<file path="src/rtl/branch_ctrl.sv">
// ---------------------------------------------------------------------------
// branch_ctrl
//
// Resolves one RV32I conditional branch at a time. A request is accepted
// in IDLE, evaluated for one cycle against the external comparator's
// results, and compared with the prediction that was made when the request
// was presented. A correct prediction returns straight to IDLE. A wrong
// prediction issues a one-cycle redirect to the corrected fetch address.
// Flush is then held for FLUSH_CYCLES more cycles.
//
// Optional feature macro: BRANCH_PRED_EN
//   defined   -> 16-entry table of 2-bit saturating counters, indexed by
//                req_pc[5:2], supplies pred_taken
//   undefined -> pred_taken is tied to 0 (static not-taken)
//
// Ports
//   clk            in   1   single clock, rising edge
//   rst            in   1   asynchronous active-high reset
//   req_valid      in   1   branch instruction presented
//   req_ready      out  1   controller can accept a request (IDLE only)
//   req_funct3     in   3   RV32I branch funct3
//   req_pc         in   32  PC of the branch
//   req_imm        in   32  sign-extended B-immediate
//   cmp_brun       out  1   comparator select: 1 unsigned, 0 signed
//   cmp_breq       in   1   comparator equal result
//   cmp_brlt       in   1   comparator less-than result
//   pred_taken     out  1   prediction for the request currently presented
//   redirect_valid out  1   single-cycle PC redirect strobe
//   redirect_pc    out  32  corrected fetch address
//   flush          out  1   kill younger instructions
//   resolved       out  1   single-cycle strobe when a branch completes
// ---------------------------------------------------------------------------
module branch_ctrl #(
  parameter int FLUSH_CYCLES = 2
) (
  input  logic        clk,
  input  logic        rst,
  input  logic        req_valid,
  output logic        req_ready,
  input  logic [2:0]  req_funct3,
  input  logic [31:0] req_pc,
  input  logic [31:0] req_imm,
  output logic        cmp_brun,
  input  logic        cmp_breq,
  input  logic        cmp_brlt,
  output logic        pred_taken,
  output logic        redirect_valid,
  output logic [31:0] redirect_pc,
  output logic        flush,
  output logic        resolved
);

  typedef enum logic [1:0] {
    IDLE,
    EVAL,
    REDIRECT,
    FLUSH
  } state_t;

  state_t      r_state;
  state_t      w_nextState;
  logic [2:0]  r_funct3;
  logic [31:0] r_pc;
  logic [31:0] r_imm;
  logic        r_pred;
  logic [31:0] r_redirectPc;
  logic [2:0]  r_flushCnt;

  logic        w_handshake;
  logic        w_taken;
  logic        w_mispredict;
  logic [31:0] w_target;

  assign w_handshake = req_valid && (r_state == IDLE);

  // Branch condition from the latched funct3. Encodings 010/011 are not
  // branches and resolve as not taken.
  always_comb begin
    w_taken = 1'b0;
    case (r_funct3)
      3'b000:         w_taken = cmp_breq;
      3'b001:         w_taken = !cmp_breq;
      3'b100, 3'b110: w_taken = cmp_brlt;
      3'b101, 3'b111: w_taken = !cmp_brlt;
      default:        w_taken = 1'b0;
    endcase
  end

  // Both target additions wrap modulo 2^32 by truncation.
  assign w_target     = w_taken ? (r_pc + r_imm) : (r_pc + 32'd4);
  assign w_mispredict = (w_taken != r_pred);

  // Next-state logic and the state-decoded strobes.
  always_comb begin
    w_nextState    = r_state;
    req_ready      = 1'b0;
    cmp_brun       = 1'b0;
    resolved       = 1'b0;
    redirect_valid = 1'b0;
    flush          = 1'b0;
    case (r_state)
      IDLE: begin
        req_ready = 1'b1;
        if (w_handshake) w_nextState = EVAL;
      end
      EVAL: begin
        cmp_brun    = (r_funct3[2:1] == 2'b11);
        resolved    = 1'b1;
        w_nextState = w_mispredict ? REDIRECT : IDLE;
      end
      REDIRECT: begin
        redirect_valid = 1'b1;
        flush          = 1'b1;
        w_nextState    = FLUSH;
      end
      FLUSH: begin
        flush = 1'b1;
        if (r_flushCnt <= 3'd1) w_nextState = IDLE;
      end
      default: w_nextState = IDLE;
    endcase
  end

  assign redirect_pc = r_redirectPc;

  // State register, request capture, redirect target and flush counter.
  // The redirect target is written only on a mispredict so it stays
  // stable through FLUSH and IDLE until another redirect replaces it.
  always_ff @(posedge clk or posedge rst) begin
    if (rst) begin
      r_state      <= IDLE;
      r_funct3     <= 3'd0;
      r_pc         <= 32'd0;
      r_imm        <= 32'd0;
      r_pred       <= 1'b0;
      r_redirectPc <= 32'd0;
      r_flushCnt   <= 3'd0;
    end else begin
      r_state <= w_nextState;
      if (w_handshake) begin
        r_funct3 <= req_funct3;
        r_pc     <= req_pc;
        r_imm    <= req_imm;
        r_pred   <= pred_taken;
      end
      if ((r_state == EVAL) && w_mispredict) r_redirectPc <= w_target;
      if (r_state == REDIRECT) r_flushCnt <= 3'(FLUSH_CYCLES);
      else if ((r_state == FLUSH) && (r_flushCnt != 3'd0)) r_flushCnt <= r_flushCnt - 3'd1;
    end
  end

`ifdef BRANCH_PRED_EN
  logic [1:0] r_table [16];

  assign pred_taken = r_table[req_pc[5:2]][1];

  // Counter of the branch being evaluated moves toward its outcome and
  // saturates at 11 / 00.
  always_ff @(posedge clk or posedge rst) begin
    if (rst) begin
      for (int i = 0; i < 16; i++) r_table[i] <= 2'b01;
    end else if (r_state == EVAL) begin
      if (w_taken && (r_table[r_pc[5:2]] != 2'b11))
        r_table[r_pc[5:2]] <= r_table[r_pc[5:2]] + 2'b01;
      else if (!w_taken && (r_table[r_pc[5:2]] != 2'b00))
        r_table[r_pc[5:2]] <= r_table[r_pc[5:2]] - 2'b01;
    end
  end
`else
  assign pred_taken = 1'b0;
`endif

endmodule
</file>
<file path="config.mk">
export PLATFORM = sky130hd
export DESIGN_NAME = branch_ctrl
export DESIGN_NICKNAME = d
export VERILOG_FILES = /design/src/rtl/branch_ctrl.sv
export SDC_FILE = /design/constraint.sdc
export NUM_CORES = 1
export LEC_CHECK = 0
export CAP_MARGIN = 40
export CORE_ASPECT_RATIO = 1.4
export CORE_MARGIN = 5
export CORE_UTILIZATION = 40
export CTS_BUF_LIST = sky130_fd_sc_hd__clkbuf_16
export DETAILED_ROUTE_END_ITERATION = 12
export GPL_ROUTABILITY_DRIVEN = 0
export HOLD_SLACK_MARGIN = 0.12
export PLACE_DENSITY = 0.74
export SLEW_MARGIN = 20
export SYNTH_ARGS = -nofsm -noshare
export SYNTH_HDL_FRONTEND = slang
export SYNTH_SLANG_ARGS = --single-unit
</file>
<file path="constraint.sdc">
create_clock -name clk -period 10 [get_ports clk]
set_input_delay 3 -clock clk [delete_from_list [all_inputs] [get_ports clk]]
set_output_delay 3 -clock clk [all_outputs]
set_load 0.05 [all_outputs]
</file>
==> results.py, run 1 <==
metrics = {
    "global_route": {
        "overflow": 0,
        "grt_use_total": 0.1592,
        "grt_pass1_wl_mm": 20.87,
        "antenna_found_initial": 0,
        "grt_start_max_net_pins": 68,
        "grt_pass1_vias": 4450,
    },
    "die": {
        "die_area_mm2": 0.01645,
        "initial_utilization": 0.4049,
        "dieWidth_um": 109.8,
        "core_area_mm2": 0.01378,
        "ioPinCount": 110,
        "num_rows": 51,
        "die_h_um": 149.8,
    },
    "synthesis": {
        "ys_seq_area_frac": 0.4664,
        "synth_edf_count": 0,
        "synth.distinct_cells": 54,
        "synthTopCellsByArea": "dfrtp_1, mux2_2, ha_1",
        "synth.most_common_cell": "dfrtp_1",
        "yosys.area.top_type_share": 0.4664,
        "avgSynthCellArea_um2": 10.59,
        "async_flop_share": 1.000,
        "yosysWarningCount": 0,
        "ys_ff_latch": 104,
        "synthFlopType": "dfrtp_1",
        "synth_area_mm2": 0.005580,
        "synth_nets": 634,
        "netlist_instances": 527,
        "synth_area_leader_cell": "dfrtp_1",
        "synth_common_cells": "dfrtp_1, mux2_2, nand2_1",
    },
    "detailed_routing": {
        "ant_nets": 0,
        "drc": 0,
        "firstDrtPassIters": 4,
        "vias_per_cell": 5.200,
        "post_drt_wl_per_cell_um": 15.38,
        "vias": 4243,
        "routed_wirelength_mm": 12.55,
        "drtIter0Drc": 162,
    },
    "timing": {
        "setup_viol": 0,
        "setup_ws_ns": 4.898,
        "rsz0062_at_grt": "no",
        "max_freq_mhz": 196.0,
        "post-route-period-util": 0.5102,
        "worst_slew_pin_slew_ns": 0.6791,
        "drv_slew": 0,
        "slew_headroom": 0.5473,
        "fin_worst_skew_ns": 0.007315,
        "finalHoldViolCount": 0,
        "tns_ns": 0,
        "min_period_ns": 5.102,
    },
    "worst_setup_path": {
        "worstPathCellList": "nor2b_1 > and3_1 > clkdlybuf4s50_1",
        "slowest_delay_ns": 0.79,
        "crit_fanout": 12,
        "crit_required_ns": 7.00,
        "end_kind": "output port",
        "slowest_stage": "clkdlybuf4s50_1",
        "crit_type": "reg2out",
        "critPathArrivalTime_ns": 2.10,
        "start_kind": "flop",
    },
    "clocking": {
        "clock_latency_ns": 0.35,
        "ctsResizeCount": 0,
        "cts_hold_buffers": 0,
        "post_cts_buffers": 0,
        "cts_tree": "yes",
        "numCtsBuffers": 9,
        "root_buffer": "clkbuf_16",
        "path_clk_slew_ns": 0.07,
        "cts_buffer_depth": 2,
        "cts_sinks": 104,
        "htreeDepth": 3,
    },
    "finish": {
        "regArea_mm2": 0.002603,
        "n_antenna_cell": 0,
        "multiInputGateArea_mm2": 0.002843,
        "area_delta_synth_final_pct": 28.16,
        "layoutNonFillerInstCount": 816,
        "nets": 733,
        "drive_gt1_frac": 0.1616,
        "fill_cells": 1241,
    },
    "place": {
        "portBuffers": 108,
        "hpwlAfterDp_mm": 9.499,
        "dp.cells": 799,
        "pre_cts_slack_ns": 5.103,
    },
    "job": {
        "max_cap_viol_count": 0,
    },
    "worst_hold_path": {
        "hold_class": "reg2reg",
    },
    "run_status": {
        "outcome": "complete, no violations",
    },
}
## routing by layer
metal | GRT usage | share of wire | vias to the layer above
met5 | 0 | 0 | -
met4 | 0.06425 | 0.018 | 0
met3 | 0.02460 | 0.045 | 17
met2 | 0.2807 | 0.52 | 95
met1 | 0.1906 | 0.42 | 2067
li1 | - | - | 2064
## worst max-delay path, delay by kind of cell (launching register included)
| family | cells | cell delay, ns |
|---|---|---|
| buffers and inverters | 1 | 0.79 |
| flip-flops | 1 | 0.51 |
| AND/OR/NAND/NOR | 2 | 0.45 |
## area by class of cell
type | instances | share of cell area
inverter | 13 | 0.007173
tap | 185 | 0.03237
timing repair buffer | 112 | 0.1589
multi-input combinational | 386 | 0.3975
clock buffer | 9 | 0.03149
clock inverter | 7 | 0.008747
sequential | 104 | 0.3639
## path summary, 6_finish.rpt
| kind | from | to | slack (ns) | cells after the start |
|---|---|---|---|---|
| max in group asynchronous | rst | redirect_pc[0] | 5.77 | 3 |
| max | flop | cmp_brun | 4.90 | 3 |
| min | redirect_pc[11] | redirect_pc[11] | 0.48 | 2 |
| min in group asynchronous | rst | r_pc[1] | 3.09 | 2 |
| max reg2reg | r_pc[0] | redirect_pc[12] | 7.16 | 10 |
| min reg2reg | redirect_pc[11] | redirect_pc[11] | 0.48 | 2 |
## cell usage in the layout (no fill, tap or decap), types with 2 or more instances in the layout
master           synthesis  layout
nand4_1                  3       3
o31ai_1                  2       2
or3_1                    4       4
buf_12                   0       2
ha_1                    34      34
a31oi_1                  3       3
clkinv_2                 0       4
nand2b_1                 3       3
nor2b_1                  5       5
a211oi_1                 5       5
a221oi_1                 2       2
nor2_1                  22      21
buf_4                    1       2
inv_1                   12      11
o21ai_0                 25      25
a21o_1                  10      10
mux2_2                  71      71
o21ai_1                 27      27
and3_1                   2       2
nand2_1                 57      56
xnor2_1                 14      14
clkdlybuf4s50_1          0     108
a2111o_1                 2       2
xor2_1                  13      13
nand3_1                 10      10
clkbuf_16                0       9
nor3_1                   6       6
clkinv_1                 1       2
a21boi_1                 2       2
o21ai_2                  2       2
o21bai_1                 3       3
dfrtp_1                104     104
a21oi_1                 37      37
## cell families after synthesis
kind of cell	count (synthesis)	synth area share
xor+xnor	27	0.04238
fa+ha+maj	35	0.07982
flops	104	0.4664
simple gates	118	0.09507
other cells	1	0.0006720
mux	71	0.1433
compound gates	134	0.1464
buf+inv	37	0.02601
## flip-flops by register name (all words and copies together), names as in the netlist, named ones only
name / cells
r_flushCnt: 3
r_funct3: 3
r_imm: 32
r_pc: 32
r_state: 1
redirect_pc: 32
## through the flow
stage	util	hold WS, ns	area (um2)
finish	0.5189	0.4832	7152
global route	0.5189	0.5294	7152
CTS	0.5174	0.4860	7132
detailed placement	0.4966	0.4709	6844
global placement	0.4951	0.4640	6824
floorplan	-	0.4849	5580
Power of run 1 is left out: the tool's default activity adds up to more than one toggle a clock period on the data nets, which glitch-free logic cannot reach.
==> run 2, diff against run 1 <==
clock period = 4.7 ns   (was 10 ns; I/O delays follow)
==> run 2 against run 1 <==
Register-to-register slack got worse by 5.3 ns. Cell area did not move. Clock skew barely moved. Die area did not move. Critical path type unchanged. Sequential share of layout area did not move. Critical path depth did not move. Via count fell by 0.80%.
==> results.py, run 2 (synthesized netlist as in run 1, its figures left out) <==
metrics = {
    "run_status": {
        "outcome": "complete, no violations",
    },
    "global_route": {
        "antenna_found_initial": 0,
        "met2_usage": 0.2950,
        "grt_pass1_wl_mm": 21.21,
        "overflow": 0,
        "grt_start_max_net_pins": 53,
        "use_met1": 0.1888,
        "grt_pass1_vias": 4500,
        "grt_use_total": 0.1616,
        "top_usage_layer": "met2",
        "grt_use_met3": 0.02805,
    },
    "worst_setup_path": {
        "end_kind": "output port",
        "start_kind": "flop",
        "crit_type": "reg2out",
        "rr_endpoint": "redirect_pc[29]",
        "crit_fanout": 12,
        "rrSetupSlack_ns": 1.82,
        "r2r-start": "r_pc[14]",
        "crit_required_ns": 3.29,
        "reg2regPathDepth": 9,
        "critPathArrivalTime_ns": 2.10,
    },
    "clocking": {
        "numCtsBuffers": 9,
        "cts_tree": "yes",
        "ctsResizeCount": 0,
        "cts_hold_buffers": 0,
        "cts_sinks": 104,
        "htreeDepth": 3,
        "clock_latency_ns": 0.35,
        "path_clk_slew_ns": 0.07,
        "root_buffer": "clkbuf_16",
        "cts_buffer_depth": 2,
        "post_cts_buffers": 0,
    },
    "detailed_routing": {
        "vias": 4209,
        "ant_nets": 0,
        "vias_per_cell": 5.152,
        "routed_wirelength_mm": 12.82,
        "post_drt_wl_per_cell_um": 15.69,
        "drtIter0Drc": 205,
        "drc": 0,
        "firstDrtPassIters": 6,
    },
    "finish": {
        "area_delta_synth_final_pct": 28.16,
        "most-common-layout-cells": "clkdlybuf4s50_1, dfrtp_1, mux2_2",
        "drive_gt1_frac": 0.1646,
        "fill_cells": 1229,
        "nets": 734,
        "n_antenna_cell": 0,
        "final_common_cell": "clkdlybuf4s50_1",
    },
    "place": {
        "pre_cts_slack_ns": 1.298,
        "hpwlAfterDp_mm": 10.04,
        "portBuffers": 108,
    },
    "worst_hold_path": {
        "hold_class": "reg2reg",
        "hold_depth": 2,
        "worstHoldStart": "redirect_pc[19]",
        "worstHoldEndpoint": "redirect_pc[19]",
    },
    "die": {
        "die_area_mm2": 0.01645,
        "num_rows": 51,
        "die_h_um": 149.8,
        "core_area_mm2": 0.01378,
        "ioPinCount": 110,
        "dieWidth_um": 109.8,
        "initial_utilization": 0.4049,
    },
    "job": {
        "max_cap_viol_count": 0,
    },
    "timing": {
        "finalHoldViolCount": 0,
        "tns_ns": 0,
        "setup_ws_ns": 1.186,
        "fin_worst_skew_ns": 0.007445,
        "max_freq_mhz": 284.6,
        "worst_slew_pin_slew_ns": 0.7203,
        "drv_slew": 0,
        "setup_viol": 0,
        "slew_headroom": 0.5181,
        "post-route-period-util": 0.7476,
        "rsz0062_at_grt": "no",
        "min_period_ns": 3.514,
    },
}
==> run 2: cell types whose count changed in the layout (fill, tap and decap cells not counted), sizes merged <==
| cell | delta |
|---|---|
| buf | +1 |
| clkinv | -3 |
| clkinvlp | +1 |
| inv | +2 |
==> run 2: layout make-up <==
cell class	instances	area (um2)	share of cell area
timing repair buffer	113	1119	0.1564
sequential	104	2603	0.3639
multi-input combinational	386	2843	0.3975
inverter	13	51.30	0.007173
clock buffer	9	225.2	0.03149
clock inverter	7	80.08	0.01120
tap	185	231.5	0.03237
==> run 2: worst max path at each step <==
stage,start,to,slack (ns),depth (start not counted)
after floorplan,rst,asynchronous set/reset pin,0.56,1
final,flop,cmp_brun,1.19,3
after global routing,flop,cmp_brun,1.06,3
after CTS,flop,cmp_brun,1.17,3
after detailed placement,cmp_brlt,redirect_pc[14],1.30,6
after global placement,cmp_brlt,redirect_pc[14],1.35,6
==> run 2: per-stage QoR <==
step,area [um2],hold WS (ns),utilization,std cells
finish,7152,0.4920,0.5189,817
global route,7152,0.5233,0.5189,817
global placement,6847,0.4648,0.4967,801
CTS,7152,0.4950,0.5189,817
detailed placement,6847,0.4793,0.4967,801
floorplan,5580,0.4849,-,527
==> run 2: layer usage <==
metal  part of all wire  wire length [um]  vias up
li1                   -                 -     2085
met1               0.41              5268     2014
met2               0.53              6761       97
met3              0.048               610       13
met4              0.014               179        0
met5                  0                 0        -
==> run 2: worst max-delay path, stage by stage (launching register included) <==
cell and delay [ns]:
dfrtp_1 0.51, nor2b_1 0.27, and3_1 0.18, clkdlybuf4s50_1 0.80
Power of run 2 is left out for the same reason.
==> edit 1: new RTL, flow settings as in run 2 <==
The option `BRANCH_PRED_EN` is turned on by a define.
--- a/src/rtl/branch_ctrl.sv
+++ b/src/rtl/branch_ctrl.sv
@@ -30,6 +30,8 @@
 //   flush          out  1   kill younger instructions
 //   resolved       out  1   single-cycle strobe when a branch completes
 // ---------------------------------------------------------------------------
+`define BRANCH_PRED_EN
+
 module branch_ctrl #(
   parameter int FLUSH_CYCLES = 2
 ) (
Function: changed (Yosys sat finds a counterexample within 4 cycles, from zero or initial values and one cycle with rst high).
==> edit 1 against run 2 <==
Sequential cell count rose by 33; design area rose by 41%; register-to-register slack got worse by 0.61 ns; clock skew rose by 0.00069 ns; area after synthesis rose by 45%; die area rose by 41%; worst setup slack got worse by 0.94 ns; wire length rose by 56%.
==> edit 1: results (changes against run 2) <==
CTS
  • Cts bufs inserted: 17 (+8)
  • Root Buffer: clkbuf_16
  • H-tree depth: 4 (+1)
  • Clk Latency, worst-skew pair: 0.42 ns (+0.07 ns)

Yosys
  • Synth Area in XOR/XNOR: 4.77% (+0.53 points)
  • Top post-synthesis cells by area: dfrtp_1 (37%), mux2_2 (11%), ha_1 (6.0%)
  • Post-Synth Adder-Cell Area: 6.28% (-1.7 points)
  • Fraction of registers with async set/reset: 100% (unchanged)
  • Compound-Gate Fraction of Synth Area: 14.3% (-0.34 points)
  • Top cells by count, synth: dfrtp_1 (121), nand2_1 (108), mux2_2 (79), o21ai_0 (67), a21oi_1 (53)

Route
  • WL final: 20,000 µm (+56%)
  • Met1 wire length: 8160 µm (+55%)
  • Post-DR vias/cell: 5.41 (+5.0%)
  • Detailed Route Iter0 Violations: 304 (+48%)
  • DRT Pass-1 Iters: 5 (-1)
  • Met2 routed WL: 10,600 µm (+56%)

Worst setup path
  • Data arrival, critical path: 3.05 ns (+0.95 ns)
  • Reg-to-reg endpoint: r_table[27]
  • Register-to-Register Path Depth: 10 (+1)
  • Worst Path Max Fanout: 5 (-7)
  • Slowest cell on the critical path: mux4_2
  • R2r startpoint: r_pc[3]

Global route
  • Pin count of the biggest net entering global routing: 60 (+13%)
  • First-pass GRT wire length: 32,600 µm (+54%)
  • Number of global-route vias before repair: 6,548 (+46%)
  • Overall routing resource usage: 17.7% (+1.6 points)

Placed design
  • HPWL Detailed: 15,000 µm (+49%)
  • # port buffers: 109 (+0.93%)
  • Pre-CTS setup slack: -0.0316 ns (-1.33 ns)

Final layout
  • Layout net count: 1,019 (+39%)
  • Layout cells sized above 1: 18.7% (+2.2 points)

Status
  • Status: finished, final reports clean

STA
  • Rel. slew slack: 55.8% (+4.0 points)
  • Final Skew: 0.00814 ns (+0.000693 ns)
  • Worst hold slack: 0.468 ns (-0.0236 ns)
-- edit 1: cell types whose count changed in the layout (fill, tap and decap cells not counted), moves of 12 or more --
| cell | run 2 | this run |
|---|---|---|
| nand2_1 | 56 | 108 |
| o21ai_0 | 25 | 67 |
| nor2_1 | 21 | 51 |
| o21ai_1 | 27 | 8 |
| dfrtp_1 | 104 | 121 |
| a21oi_1 | 37 | 53 |
| dfstp_2 | 0 | 16 |
| mux4_2 | 0 | 14 |
| and3_1 | 2 | 14 |
| xnor2_1 | 14 | 26 |
-- edit 1: worst max path at each step --
stage	slack, ns	depth (start not counted)	endpoint	from
floorplan	0.46	3	pred_taken	req_pc[2]
global placement	0.02	4	pred_taken	req_pc[2]
detailed placement	-0.03	4	pred_taken	req_pc[2]
CTS	0.22	4	pred_taken	req_pc[2]
global route	0.16	4	pred_taken	req_pc[2]
finish	0.24	4	pred_taken	req_pc[2]
-- edit 1: critical path, delay by kind of cell --
family / cells / cell delay [ns]
multiplexers: 2 / 1.05
buffers and inverters: 2 / 0.59
-- edit 1: cell families (layout without fill, tap and decap cells) --
| group | after synthesis | in the layout |
|---|---|---|
| DFF | 137 | 137 |
| muxes | 96 | 96 |
| adders and majority gates | 40 | 40 |
| buffers and inverters | 53 | 173 |
| and+or+nand+nor | 243 | 243 |
| AOI/OAI and AO/OA | 187 | 187 |
| xor gates and xnor gates | 44 | 44 |
-- edit 1: final cells by class --
cell class / count / area (µm²)
multi-input combinational: 610 / 4420
tap: 252 / 315
clock inverter: 15 / 135
sequential: 137 / 3450
fill: 1813 / 9870
inverter: 20 / 78.8
clock buffer: 17 / 425
timing repair buffer: 121 / 1230
-- edit 1: layer usage --
metal | up-vias | track usage, %
li1 | 3095 | -
met2 | 169 | 31.6
met1 | 3051 | 21.5
met3 | 27 | 3.27
met5 | - | 0
met4 | 0 | 5.46
-- edit 1: what timing repair did --
action,4_1_cts,5_1_grt
gates resized for setup,1,0
hold endpoints to repair,0,0
endpoints found under the setup margin,1,0
-- edit 1: power groups by stage --
stage	clock network, mW	logic [mW]	registers [mW]
2_1_floorplan	0	3.51	2.58
3_3_place_gp	0	4.97	2.35
3_5_place_dp	0	5.07	2.37
4_1_cts	1.30	5.11	2.36
5_1_grt	1.36	5.64	2.44
6_report	1.28	5.09	2.36
-- edit 1: per-stage QoR --
step	cell area (µm²)	utilization (%)	setup TNS [ns]	instances
after floorplan	8090	-	0	800
after global placement	9470	47.5	0	1139
after detailed placement	9490	47.6	-0.0316	1140
after CTS	10100	50.5	0	1172
after global routing	10100	50.5	0	1172
final	10100	50.5	0	1172
==> edit 2: new RTL, settings of run 2 <==
Made on the original files. Encoding of `state_t`: now one-hot (4 bits for 4 states).
--- a/src/rtl/branch_ctrl.sv
+++ b/src/rtl/branch_ctrl.sv
@@ -50,11 +50,11 @@
   output logic        resolved
 );
 
-  typedef enum logic [1:0] {
-    IDLE,
-    EVAL,
-    REDIRECT,
-    FLUSH
+  typedef enum logic [3:0] {
+    IDLE     = 4'b0001,
+    EVAL     = 4'b0010,
+    REDIRECT = 4'b0100,
+    FLUSH    = 4'b1000
   } state_t;
 
   state_t      r_state;
Formal check against the unedited RTL: no difference found for any inputs over 10 cycles, from zero or initial values and one cycle with rst high; not proved beyond that.
==> edit 2 against run 2 <==
Wire length grew 3.2%; sequential cell count up 2; design area increased by 2.3%; area after synthesis up 4.1%; synthesized cell count rose by 3.2%; worst setup slack worse by 0.47 ns; clock skew rose by 0.0029 ns; largest cell class unchanged; highest routed layer unchanged.
==> edit 2: results (changes against run 2) <==
Yosys
  • Flops & latches, synth: 106 (+1.9%)
  • Post-Synth Adder-Cell Area: 7.67% (-0.31 points)
  • Yosys cell types: 54 (unchanged)
  • Ys Warns: 0 (unchanged)
  • Mux cell area share after synthesis: 13.7% (-0.60 points)
  • Sequential fraction of the synthesis area: 45.7% (-0.94 points)
  • Synth Area in XOR/XNOR: 4.07% (-0.17 points)
  • Cells after Synth: 544 (+3.2%)
  • Syn Nets: 651 (+2.7%)
  • Top cells by count, synth: dfrtp_1 (105), mux2_2 (69), nand2_1 (63), o21ai_0 (50), a21oi_1 (38)
  • Top post-synthesis cells by area: dfrtp_1 (45%), mux2_2 (13%), ha_1 (7.3%)
  • Fraction of registers with async set/reset: 100% (unchanged)
  • Main synth FF type: dfrtp_1
  • Compound-Gate Fraction of Synth Area: 15.9% (+1.3 points)

Route
  • Detailed Route Iter0 Violations: 199 (-2.9%)
  • WL per Instance: 15.8 µm (+0.58%)
  • Via count: 4,393 (+4.4%)
  • DRT Pass-1 Iters: 4 (-2)
  • Post-DR vias/cell: 5.24 (+1.8%)

STA
  • Final Skew: 0.0104 ns (+0.00295 ns)
  • Worst Tran Pin Value: 0.712 ns (-0.00841 ns)
  • Setup_tns: 0 ns (unchanged)

Final layout
  • Comb_multi_in: 400 (+3.6%)
  • Multi-input combinational area share: 40.3% (+0.52 points)
  • Non-Clock Buffer Area Fraction: 15.4% (-0.21 points)
  • Sequential fraction of total cell area: 36.3% (-0.11 points)
  • Inserted Diodes: 0 (unchanged)
  • Filler cell count in the final layout: 1,295 (+5.4%)
  • Layout net count: 751 (+2.3%)
  • Layout inverter count without the clock tree: 16 (+3)
  • Non-CTS buffers: 111 (-1.8%)
  • Final Cell Area: 0.00731 mm² (+2.3%)
  • Layout cells sized above 1: 15.4% (-1.0 points)
  • Number of clock buffers in the layout: 9 (unchanged)
  • Clock network area share: 3.93% (-0.33 points)

Placed design
  • Pre-CTS setup slack: 0.998 ns (-0.300 ns)
  • HPWL Detailed: 10,100 µm (+1.1%)
  • Cell Area, Placed: 0.00703 mm² (+2.6%)
  • Placed Cells: 822 (+2.6%)

Worst hold path
  • Class of the worst hold path: flip-flop to flip-flop

CTS
  • Root Buffer: clkbuf_16
  • Clock transition at path regs: 0.07 ns (about the same)
  • Clk Latency, worst-skew pair: 0.35 ns (about the same)
  • Clk buf depth: 2 (unchanged)
  • Post-CTS Resized: 0 (unchanged)
  • H-tree depth: 3 (unchanged)
  • Post-CTS Setup Inserts: 0 (unchanged)

Worst setup path
  • Worst Path Max Fanout: 13 (+1)
  • Data arrival, critical path: 2.58 ns (+0.48 ns)

Global route
  • First-pass GRT wire length: 22,300 µm (+5.3%)
  • Pin count of the biggest net entering global routing: 107 (+100%)
  • Overall routing resource usage: 15.9% (-0.22 points)
  • Initial antenna violation count: 0 (unchanged)
  • Number of global-route vias before repair: 4,628 (+2.8%)

Power and ir drop
  • VDD IR max: 0.000370 V
  • Leakage power: 3.18 nW

Floorplan
  • Die area: 0.0171 mm² (+3.7%)

Status
  • Status: finished, final reports clean
## edit 2: layer usage
layer	part of all wire, %	GRT usage [%]	up-vias	wire, µm
met4	2.8	6.84	0	372
met1	38	18.1	2120	5030
met3	5.4	4.33	26	708
met5	0	0	-	0
met2	54	28.0	104	7110
li1	-	-	2143	-
## edit 2: power by group
group | switching, mW | internal, mW
Combinational | 2.23 | 1.63
Sequential | 0.275 | 1.35
Clock | 0.326 | 0.407
Total | 2.83 | 3.39
## edit 2: final timing paths
kind,startpoint,to,slack (ns),cells after the start
setup / recovery,r_state[2],cmp_brun,0.71,3
hold / removal,redirect_pc[14],redirect_pc[14],0.48,2
setup reg to reg,r_pc[8],redirect_pc[31],1.72,9
hold reg to reg,redirect_pc[14],redirect_pc[14],0.48,2
max in group asynchronous,rst,r_pc[11],2.72,3
min in group asynchronous,rst,r_state[3],1.50,3
## edit 2: worst max-delay path: stages (launching register included)
cell             delay, ns
dfrtp_1               0.51
nor4b_1               0.64
and3_1                0.26
clkdlybuf4s50_1       0.82
